<file path="src/rtl/branch_pkg.sv">
// Shared encodings for the branch slot: compare opcodes, FSM states and the
// immediate sign-extension helper used by branch_ctrl.
package branch_pkg;

  localparam logic [1:0] BR_EQ = 2'b00;
  localparam logic [1:0] BR_NE = 2'b01;
  localparam logic [1:0] BR_LT = 2'b10;
  localparam logic [1:0] BR_GE = 2'b11;

  typedef enum logic [1:0] {
    IDLE  = 2'b00,
    EVAL  = 2'b01,
    FLUSH = 2'b10
  } state_t;

  function automatic logic [31:0] sext20(input logic [19:0] v);
    return {{12{v[19]}}, v};
  endfunction

endpackage

</file>
<file path="src/rtl/branch_ctrl_if.sv">
// Decode-to-branch handshake, decoded fields and redirect/writeback results.
// Statistics counters exist only when BRANCH_CTRL_STATS_EN is defined.
interface branch_ctrl_if;

  logic        dec_valid;
  logic        dec_ready;
  logic        is_nop;
  logic        is_jmp;
  logic        is_imm_type;
  logic        zero_ext;
  logic [1:0]  op;
  logic [4:0]  rd;
  logic [19:0] imm;
  logic [31:0] pc;
  logic [31:0] rs1_val;
  logic [31:0] rs2_val;
  logic        redirect_valid;
  logic [31:0] redirect_pc;
  logic        flush;
  logic        stall;
  logic        wb_valid;
  logic [4:0]  wb_rd;
  logic [31:0] wb_data;
`ifdef BRANCH_CTRL_STATS_EN
  logic [31:0] taken_cnt;
  logic [31:0] nottaken_cnt;
`endif

  modport master (
    output dec_valid, is_nop, is_jmp, is_imm_type, zero_ext, op, rd, imm,
           pc, rs1_val, rs2_val,
`ifdef BRANCH_CTRL_STATS_EN
    input  taken_cnt, nottaken_cnt,
`endif
    input  dec_ready, redirect_valid, redirect_pc, flush, stall,
           wb_valid, wb_rd, wb_data
  );

  modport slave (
    input  dec_valid, is_nop, is_jmp, is_imm_type, zero_ext, op, rd, imm,
           pc, rs1_val, rs2_val,
`ifdef BRANCH_CTRL_STATS_EN
    output taken_cnt, nottaken_cnt,
`endif
    output dec_ready, redirect_valid, redirect_pc, flush, stall,
           wb_valid, wb_rd, wb_data
  );

endinterface

</file>
<file path="src/rtl/branch_cmp.sv">
// Combinational branch condition: eq/ne/lt/ge, lt/ge unsigned when zero_ext.
module branch_cmp
  import branch_pkg::*;
(
  input  logic [31:0] a,
  input  logic [31:0] b,
  input  logic [1:0]  op,
  input  logic        zero_ext,
  output logic        taken
);

  logic lt;

  always_comb begin
    lt = zero_ext ? (a < b) : ($signed(a) < $signed(b));
    taken = 1'b0;
    case (op)
      BR_EQ:   taken = (a == b);
      BR_NE:   taken = (a != b);
      BR_LT:   taken = lt;
      BR_GE:   taken = !lt;
      default: taken = 1'b0;
    endcase
  end

endmodule

</file>
<file path="src/rtl/branch_ctrl.sv">
// Branch-slot controller: evaluates a registered branch/jump bundle, redirects
// fetch and holds flush afterwards. BRANCH_CTRL_STATS_EN adds outcome counters.
module branch_ctrl
  import branch_pkg::*;
#(
  parameter int unsigned FLUSH_CYCLES = 2,
  parameter logic [31:0] RESET_PC     = 32'h0
) (
  input  logic          clk,
  input  logic          rst,
  branch_ctrl_if.slave  bus
);

  localparam logic [3:0] FLUSH_LOAD = 4'(FLUSH_CYCLES - 1);

  state_t      state_q, state_d;
  logic [3:0]  cnt_q, cnt_d;

  logic        is_jmp_q, is_imm_q, zext_q;
  logic [1:0]  op_q;
  logic [4:0]  rd_q;
  logic [19:0] imm_q;
  logic [31:0] pc_q, rs1_q, rs2_q;

  logic [31:0] redirect_pc_q, wb_data_q;
  logic [4:0]  wb_rd_q;

  logic        accept, cond_taken, taken;
  logic [31:0] imm_sext, br_target, jalr_target, target, link;
  logic        dec_ready, stall, flush, redirect_valid, wb_valid;

  assign accept = bus.dec_valid && (state_q == IDLE);

  branch_cmp u_cmp (
    .a        (rs1_q),
    .b        (rs2_q),
    .op       (op_q),
    .zero_ext (zext_q),
    .taken    (cond_taken)
  );

  assign imm_sext    = sext20(imm_q);
  assign br_target   = pc_q + (imm_sext << 1);
  assign jalr_target = (rs1_q + imm_sext) & ~32'h1;
  assign target      = (is_jmp_q && is_imm_q) ? jalr_target : br_target;
  assign taken       = is_jmp_q || cond_taken;
  assign link        = pc_q + 32'd4;

  always_ff @(posedge clk or posedge rst) begin
    if (rst) begin
      state_q <= IDLE;
      cnt_q   <= 4'd0;
    end else begin
      state_q <= state_d;
      cnt_q   <= cnt_d;
    end
  end

  always_comb begin
    state_d        = state_q;
    cnt_d          = cnt_q;
    dec_ready      = 1'b0;
    stall          = 1'b0;
    flush          = 1'b0;
    redirect_valid = 1'b0;
    wb_valid       = 1'b0;
    case (state_q)
      IDLE: begin
        dec_ready = 1'b1;
        if (accept && !bus.is_nop) state_d = EVAL;
      end
      EVAL: begin
        stall    = 1'b1;
        wb_valid = is_jmp_q && (rd_q != 5'd0);
        if (taken) begin
          redirect_valid = 1'b1;
          cnt_d          = FLUSH_LOAD;
          state_d        = FLUSH;
        end else begin
          state_d = IDLE;
        end
      end
      FLUSH: begin
        stall = 1'b1;
        flush = 1'b1;
        if (cnt_q == 4'd0) state_d = IDLE;
        else               cnt_d   = cnt_q - 4'd1;
      end
      default: state_d = IDLE;
    endcase
  end

  always_ff @(posedge clk or posedge rst) begin
    if (rst) begin
      is_jmp_q <= 1'b0;
      is_imm_q <= 1'b0;
      zext_q   <= 1'b0;
      op_q     <= 2'b00;
      rd_q     <= 5'd0;
      imm_q    <= 20'd0;
      pc_q     <= 32'd0;
      rs1_q    <= 32'd0;
      rs2_q    <= 32'd0;
    end else if (accept && !bus.is_nop) begin
      is_jmp_q <= bus.is_jmp;
      is_imm_q <= bus.is_imm_type;
      zext_q   <= bus.zero_ext;
      op_q     <= bus.op;
      rd_q     <= bus.rd;
      imm_q    <= bus.imm;
      pc_q     <= bus.pc;
      rs1_q    <= bus.rs1_val;
      rs2_q    <= bus.rs2_val;
    end
  end

  // Result outputs show the live value while pulsing, the last one otherwise.
  always_ff @(posedge clk or posedge rst) begin
    if (rst) begin
      redirect_pc_q <= RESET_PC;
      wb_rd_q       <= 5'd0;
      wb_data_q     <= 32'd0;
    end else begin
      if (redirect_valid) redirect_pc_q <= target;
      if (wb_valid) begin
        wb_rd_q   <= rd_q;
        wb_data_q <= link;
      end
    end
  end

  assign bus.dec_ready      = dec_ready;
  assign bus.stall          = stall;
  assign bus.flush          = flush;
  assign bus.redirect_valid = redirect_valid;
  assign bus.redirect_pc    = redirect_valid ? target : redirect_pc_q;
  assign bus.wb_valid       = wb_valid;
  assign bus.wb_rd          = wb_valid ? rd_q : wb_rd_q;
  assign bus.wb_data        = wb_valid ? link : wb_data_q;

`ifdef BRANCH_CTRL_STATS_EN
  logic [31:0] taken_cnt_q, nottaken_cnt_q;

  always_ff @(posedge clk or posedge rst) begin
    if (rst) begin
      taken_cnt_q    <= 32'd0;
      nottaken_cnt_q <= 32'd0;
    end else if (state_q == EVAL && !is_jmp_q) begin
      if (cond_taken) begin
        if (taken_cnt_q != '1) taken_cnt_q <= taken_cnt_q + 32'd1;
      end else begin
        if (nottaken_cnt_q != '1) nottaken_cnt_q <= nottaken_cnt_q + 32'd1;
      end
    end
  end

  assign bus.taken_cnt    = taken_cnt_q;
  assign bus.nottaken_cnt = nottaken_cnt_q;
`endif

endmodule

</file>
<file path="src/flat_wrapper.sv">
// flat-port wrapper written by rule: the top's interface ports become plain ports
module branch_ctrl_flat import branch_pkg::*;
#(
  parameter int unsigned FLUSH_CYCLES = 2,
  parameter logic [31:0] RESET_PC     = 32'h0
)
  (clk, rst, bus_dec_valid, bus_is_nop, bus_is_jmp, bus_is_imm_type, bus_zero_ext, bus_op, bus_rd, bus_imm, bus_pc, bus_rs1_val, bus_rs2_val, bus_dec_ready, bus_redirect_valid, bus_redirect_pc, bus_flush, bus_stall, bus_wb_valid, bus_wb_rd, bus_wb_data);
  branch_ctrl_if bus_i ();
  input  logic clk;
  input  logic rst;
  input wire logic [$bits(bus_i.dec_valid)-1:0] bus_dec_valid;
  input wire logic [$bits(bus_i.is_nop)-1:0] bus_is_nop;
  input wire logic [$bits(bus_i.is_jmp)-1:0] bus_is_jmp;
  input wire logic [$bits(bus_i.is_imm_type)-1:0] bus_is_imm_type;
  input wire logic [$bits(bus_i.zero_ext)-1:0] bus_zero_ext;
  input wire logic [$bits(bus_i.op)-1:0] bus_op;
  input wire logic [$bits(bus_i.rd)-1:0] bus_rd;
  input wire logic [$bits(bus_i.imm)-1:0] bus_imm;
  input wire logic [$bits(bus_i.pc)-1:0] bus_pc;
  input wire logic [$bits(bus_i.rs1_val)-1:0] bus_rs1_val;
  input wire logic [$bits(bus_i.rs2_val)-1:0] bus_rs2_val;
  output wire logic [$bits(bus_i.dec_ready)-1:0] bus_dec_ready;
  output wire logic [$bits(bus_i.redirect_valid)-1:0] bus_redirect_valid;
  output wire logic [$bits(bus_i.redirect_pc)-1:0] bus_redirect_pc;
  output wire logic [$bits(bus_i.flush)-1:0] bus_flush;
  output wire logic [$bits(bus_i.stall)-1:0] bus_stall;
  output wire logic [$bits(bus_i.wb_valid)-1:0] bus_wb_valid;
  output wire logic [$bits(bus_i.wb_rd)-1:0] bus_wb_rd;
  output wire logic [$bits(bus_i.wb_data)-1:0] bus_wb_data;
  assign bus_i.dec_valid = bus_dec_valid;
  assign bus_i.is_nop = bus_is_nop;
  assign bus_i.is_jmp = bus_is_jmp;
  assign bus_i.is_imm_type = bus_is_imm_type;
  assign bus_i.zero_ext = bus_zero_ext;
  assign bus_i.op = bus_op;
  assign bus_i.rd = bus_rd;
  assign bus_i.imm = bus_imm;
  assign bus_i.pc = bus_pc;
  assign bus_i.rs1_val = bus_rs1_val;
  assign bus_i.rs2_val = bus_rs2_val;
  assign bus_dec_ready = bus_i.dec_ready;
  assign bus_redirect_valid = bus_i.redirect_valid;
  assign bus_redirect_pc = bus_i.redirect_pc;
  assign bus_flush = bus_i.flush;
  assign bus_stall = bus_i.stall;
  assign bus_wb_valid = bus_i.wb_valid;
  assign bus_wb_rd = bus_i.wb_rd;
  assign bus_wb_data = bus_i.wb_data;
  branch_ctrl #(.FLUSH_CYCLES(FLUSH_CYCLES), .RESET_PC(RESET_PC)) u_core (.clk(clk), .rst(rst), .bus(bus_i));
endmodule
</file>
<file path="config.mk">
export PLATFORM = sky130hd
export DESIGN_NAME = branch_ctrl_flat
export DESIGN_NICKNAME = d
export VERILOG_FILES = /design/src/rtl/branch_pkg.sv /design/src/rtl/branch_ctrl_if.sv /design/src/rtl/branch_cmp.sv /design/src/rtl/branch_ctrl.sv /design/src/flat_wrapper.sv
export SDC_FILE = /design/constraint.sdc
export NUM_CORES = 1
export LEC_CHECK = 0
export CORE_MARGIN = 3
export CORE_UTILIZATION = 27
export CTS_BUF_LIST = sky130_fd_sc_hd__clkbuf_8
export DETAILED_ROUTE_END_ITERATION = 6
export PLACE_DENSITY = 0.56
export SYNTH_ARGS = -nofsm -noshare
export SYNTH_HDL_FRONTEND = slang
export SYNTH_HIERARCHICAL = 1
export SYNTH_SLANG_ARGS = --single-unit
export TNS_END_PERCENT = 20
</file>
<file path="constraint.sdc">
create_clock -name clk -period 5.82 [get_ports clk]
set_input_delay 0.873 -clock clk [delete_from_list [all_inputs] [get_ports clk]]
set_output_delay 0.873 -clock clk [all_outputs]
set_load 0.02 [all_outputs]
</file>
==> metrics.md, run 1 <==
| Metric | Value |
|---|---|
| Clk_lat worst skew | 0.59 ns |
| Top FF cell, synth | dfrtp_1 |
| Maximum fanout along the worst path | 18 |
| Layout cells sized above 1 | 15.5% |
| Die width | 219 um |
| Setup TNS | 0 ns |
| Crit start category | flip-flop |
| Fmax achieved | 180 MHz |
| Seq/Total Area, Yosys | 40.9% |
| Clock Path Buffers | 3 |
| Routability Congestion | 0.841 |
| GR Util All Layers | 15.2% |
| Ys Warns | 6 |
| Placed Instances | 2,007 |
| HPWL Detailed | 28,200 um |
| Async set-reset flop share out of synthesis | 100% |
| H-tree depth | 2 |
| Syn nets | 1,466 |
| Hold buffers post-CTS | 0 |
| Worst EP arrival | 4.67 ns |
| Core Area | 0.0446 sq mm |
| Slew @ Worst Pin | 0.853 ns |
| Final Hold Vio Count | 0 |
| Fin cells | 2,076 |
| Commonest non-fill, non-tap cell in the layout | dfrtp_1 |
| # rows | 77 |
| Synthesized area per cell | 9.95 sq um |
| Die area | 0.0482 sq mm |
| Tcrit/Tclk final | 95.2% |
| Slew margin rel. | 43.2% |
| Area Growth Syn to Fin | 29.5% |
| Vias in the first global route | 10,100 |
| Crit path capture type | primary output |
| Via count | 10,000 |
| Nets | 1,686 |
| Worst hold path type | reg -> reg |
| Setup violators final | 0 |
| CTS Buf Count | 40 |
| Mapped Cells | 1,237 |
| Skew final | 0.0305 ns |
| Min Hold Slack | 0.463 ns |
| Clock-pin transition on the worst setup and hold timing paths | 0.06 ns |
| Port buffer count | 203 |
| Kind of critical path | reg -> out |
| DRT Pass-1 Iters | 5 |
| DRC viols | 0 |
| Crit-path cells | ha_1 -> nand4_1 -> nor2_1 -> a221o_1 -> nor4b_4 -> mux2_1 -> a32oi_2 -> o21ai_2 -> buf_4 -> or3_1 -> mux2i_1 -> nor4_1 -> clkdlybuf4s50_1 |
| Unrepaired setup endpoints after global routing | no |
| Slew Limit Fails | 0 |
| CTS root buf | clkbuf_8 |
| CTS tree | built |
| Pin count of the biggest net entering global routing | 129 |
| Initial core utilization | 27.6% |
| Max-cap violation count | 0 |
| Global-route wire length before repair | 57,000 um |
| Yosys cell types | 74 |
| Ports | 204 |
| CP max-delay cell | clkdlybuf4s50_1 |
| Outcome | finished clean |
| Synth Register Bits | 201 |
| Critical Path RT | 4.95 ns |
| Sink Count | 201 |
| Fin crit period | 5.54 ns |
| Most frequent cells in the layout | dfrtp_1, clkdlybuf4s50_1, nand2_1 |
| Antenna-violating nets left | 0 |
| Post-synth EDFFs | 0 |
| Crit path largest cell delay | 0.55 ns |
| Initial antenna violation count | 2 |
| Detailed Route WL | 36,900 um |
| Drt via density | 4.82 |
| Synthesized cell area | 0.0123 sq mm |
| Fillers | 4,523 |
| Die Height | 219 um |
| Drt wl/cell | 17.8 um |
| Grt total ovfl | 0 |
| Setup Buffers After CTS | 0 |
| Initial DRC count | 673 |
## timing repair
action / CTS / global route
resized for setup: 0 / 3
setup endpoints to repair: 0 / 18
endpoints found under the hold margin: 0 / 0
## layer usage
metal  wire length, um  part of all wire, %  up-vias  global-route usage [%]
li1                  -                    -     4904                       -
met1             17500                   47     4766                    21.1
met2             15900                   43      261                    23.0
met3              2230                  6.0       70                    3.39
met4              1210                  3.3        2                    6.09
met5                13                0.035        -                       0
## final cells by class
| class | instances | area (sq um) | area share, % |
|---|---|---|---|
| Multi-Input combinational cell | 931 | 6890 | 43.2 |
| Antenna cell | 1 | 2.50 | 0.0157 |
| Timing Repair Buffer | 219 | 2170 | 13.6 |
| Inverter | 64 | 244 | 1.53 |
| Clock buffer | 51 | 702 | 4.40 |
| Sequential cell | 201 | 5030 | 31.6 |
| Clock inverter | 17 | 154 | 0.966 |
| Tap cell | 592 | 741 | 4.65 |
## worst paths after layout
kind	startpoint	to	slack, ns	cells after the start
worst min register to register	u_core/redirect_pc_q[0]$_DFF_PP0_	u_core/redirect_pc_q[0]$_DFF_PP0_	0.46	2
worst max register to register	u_core/rs1_q[31]$_DFFE_PP0P_	u_core/redirect_pc_q[15]$_DFF_PP0_	2.07	13
worst min-delay path	u_core/redirect_pc_q[0]$_DFF_PP0_	u_core/redirect_pc_q[0]$_DFF_PP0_	0.46	2
max in group asynchronous	rst	u_core/state_q[1]$_DFFE_PP0P_	3.74	3
worst max-delay path	u_core/rs1_q[31]$_DFFE_PP0P_	bus_redirect_pc[31]	0.28	13
min in group asynchronous	rst	u_core/pc_q[25]$_DFFE_PP0P_	0.78	2
## kinds of logic (layout without fill, tap and decap cells)
group                      after synthesis  after routing  synth area share [%]
other                                    0              1                     0
AOI/OAI and AO/OA                      288            288                  14.9
DFF                                    201            201                  40.9
xor gates and xnor gates                73             73                  5.20
and+or+nand+nor                        333            333                  13.0
adders and majority gates               99             99                  10.2
muxes                                  138            138                  12.5
buffers and inverters                  105            351                  3.22
## through the flow
step	util [%]	setup slack [ns]	cell area (sq um)
floorplan	-	1.45	12300
detailed placement	33.8	0.724	15100
finish	35.7	0.280	15900
global route	35.7	0.0508	15900
CTS	35.7	0.0124	15900
global placement	33.8	0.805	15100
## critical path, delay by kind of cell, from the launching register on
family / cells / cell delay, ns
compound gates: 3 / 0.77
fa+ha+maj: 1 / 0.39
buf+inv: 2 / 0.77
flops: 1 / 0.40
mux: 2 / 0.61
simple gates: 5 / 1.14
## registers in the layout, summed over array words and instances, names as in the netlist
| register | flops |
|---|---|
| u_core/imm_q | 20 |
| u_core/zext_q | 1 |
| u_core/is_imm_q | 1 |
| u_core/rs2_q | 32 |
| u_core/rs1_q | 32 |
| u_core/rd_q | 5 |
| u_core/pc_q | 32 |
| u_core/op_q | 2 |
| u_core/wb_data_q | 32 |
| u_core/redirect_pc_q | 32 |
| u_core/is_jmp_q | 1 |
| u_core/state_q | 2 |
| u_core/cnt_q | 4 |
| u_core/wb_rd_q | 5 |
## synth_stat cells, types with 6 or more instances
library cell | count | area share [%]
a211oi_1 | 6 | 0.37
a21o_1 | 21 | 1.3
a21oi_1 | 75 | 3.1
a31oi_1 | 16 | 0.81
and3_1 | 11 | 0.56
clkbuf_1 | 37 | 1.1
dfrtp_1 | 201 | 41
ha_1 | 97 | 9.9
inv_1 | 63 | 1.9
mux2_2 | 129 | 12
mux2i_1 | 8 | 0.65
nand2_1 | 133 | 4.1
nand2b_1 | 10 | 0.51
nand3_1 | 41 | 1.7
nand4_1 | 18 | 0.92
nor2_1 | 63 | 1.9
nor2b_1 | 8 | 0.41
nor3_1 | 10 | 0.41
o211ai_1 | 6 | 0.37
o21ai_0 | 87 | 3.5
o21ai_1 | 13 | 0.53
o21bai_1 | 9 | 0.55
or3_1 | 6 | 0.31
xnor2_1 | 36 | 2.6
xor2_1 | 37 | 2.6
Power of run 1 is left out: the tool's default activity adds up to more than one toggle a clock period on the data nets, which glitch-free logic cannot reach.
==> inputs of run 2 (changes only) <==
--- a/config.mk
+++ b/config.mk
@@ -10,6 +10,7 @@
 export CTS_BUF_LIST = sky130_fd_sc_hd__clkbuf_8
 export DETAILED_ROUTE_END_ITERATION = 6
 export PLACE_DENSITY = 0.56
+export SETUP_SLACK_MARGIN = 0.02
 export SYNTH_ARGS = -nofsm -noshare
 export SYNTH_HDL_FRONTEND = slang
 export SYNTH_HIERARCHICAL = 1
==> results of run 2 <==
Final layout, timing and power as in run 1 (identical DEF).
Among the figures that moved: number of gates resized after CTS 0 -> 1
Power of run 2 is left out for the same reason.
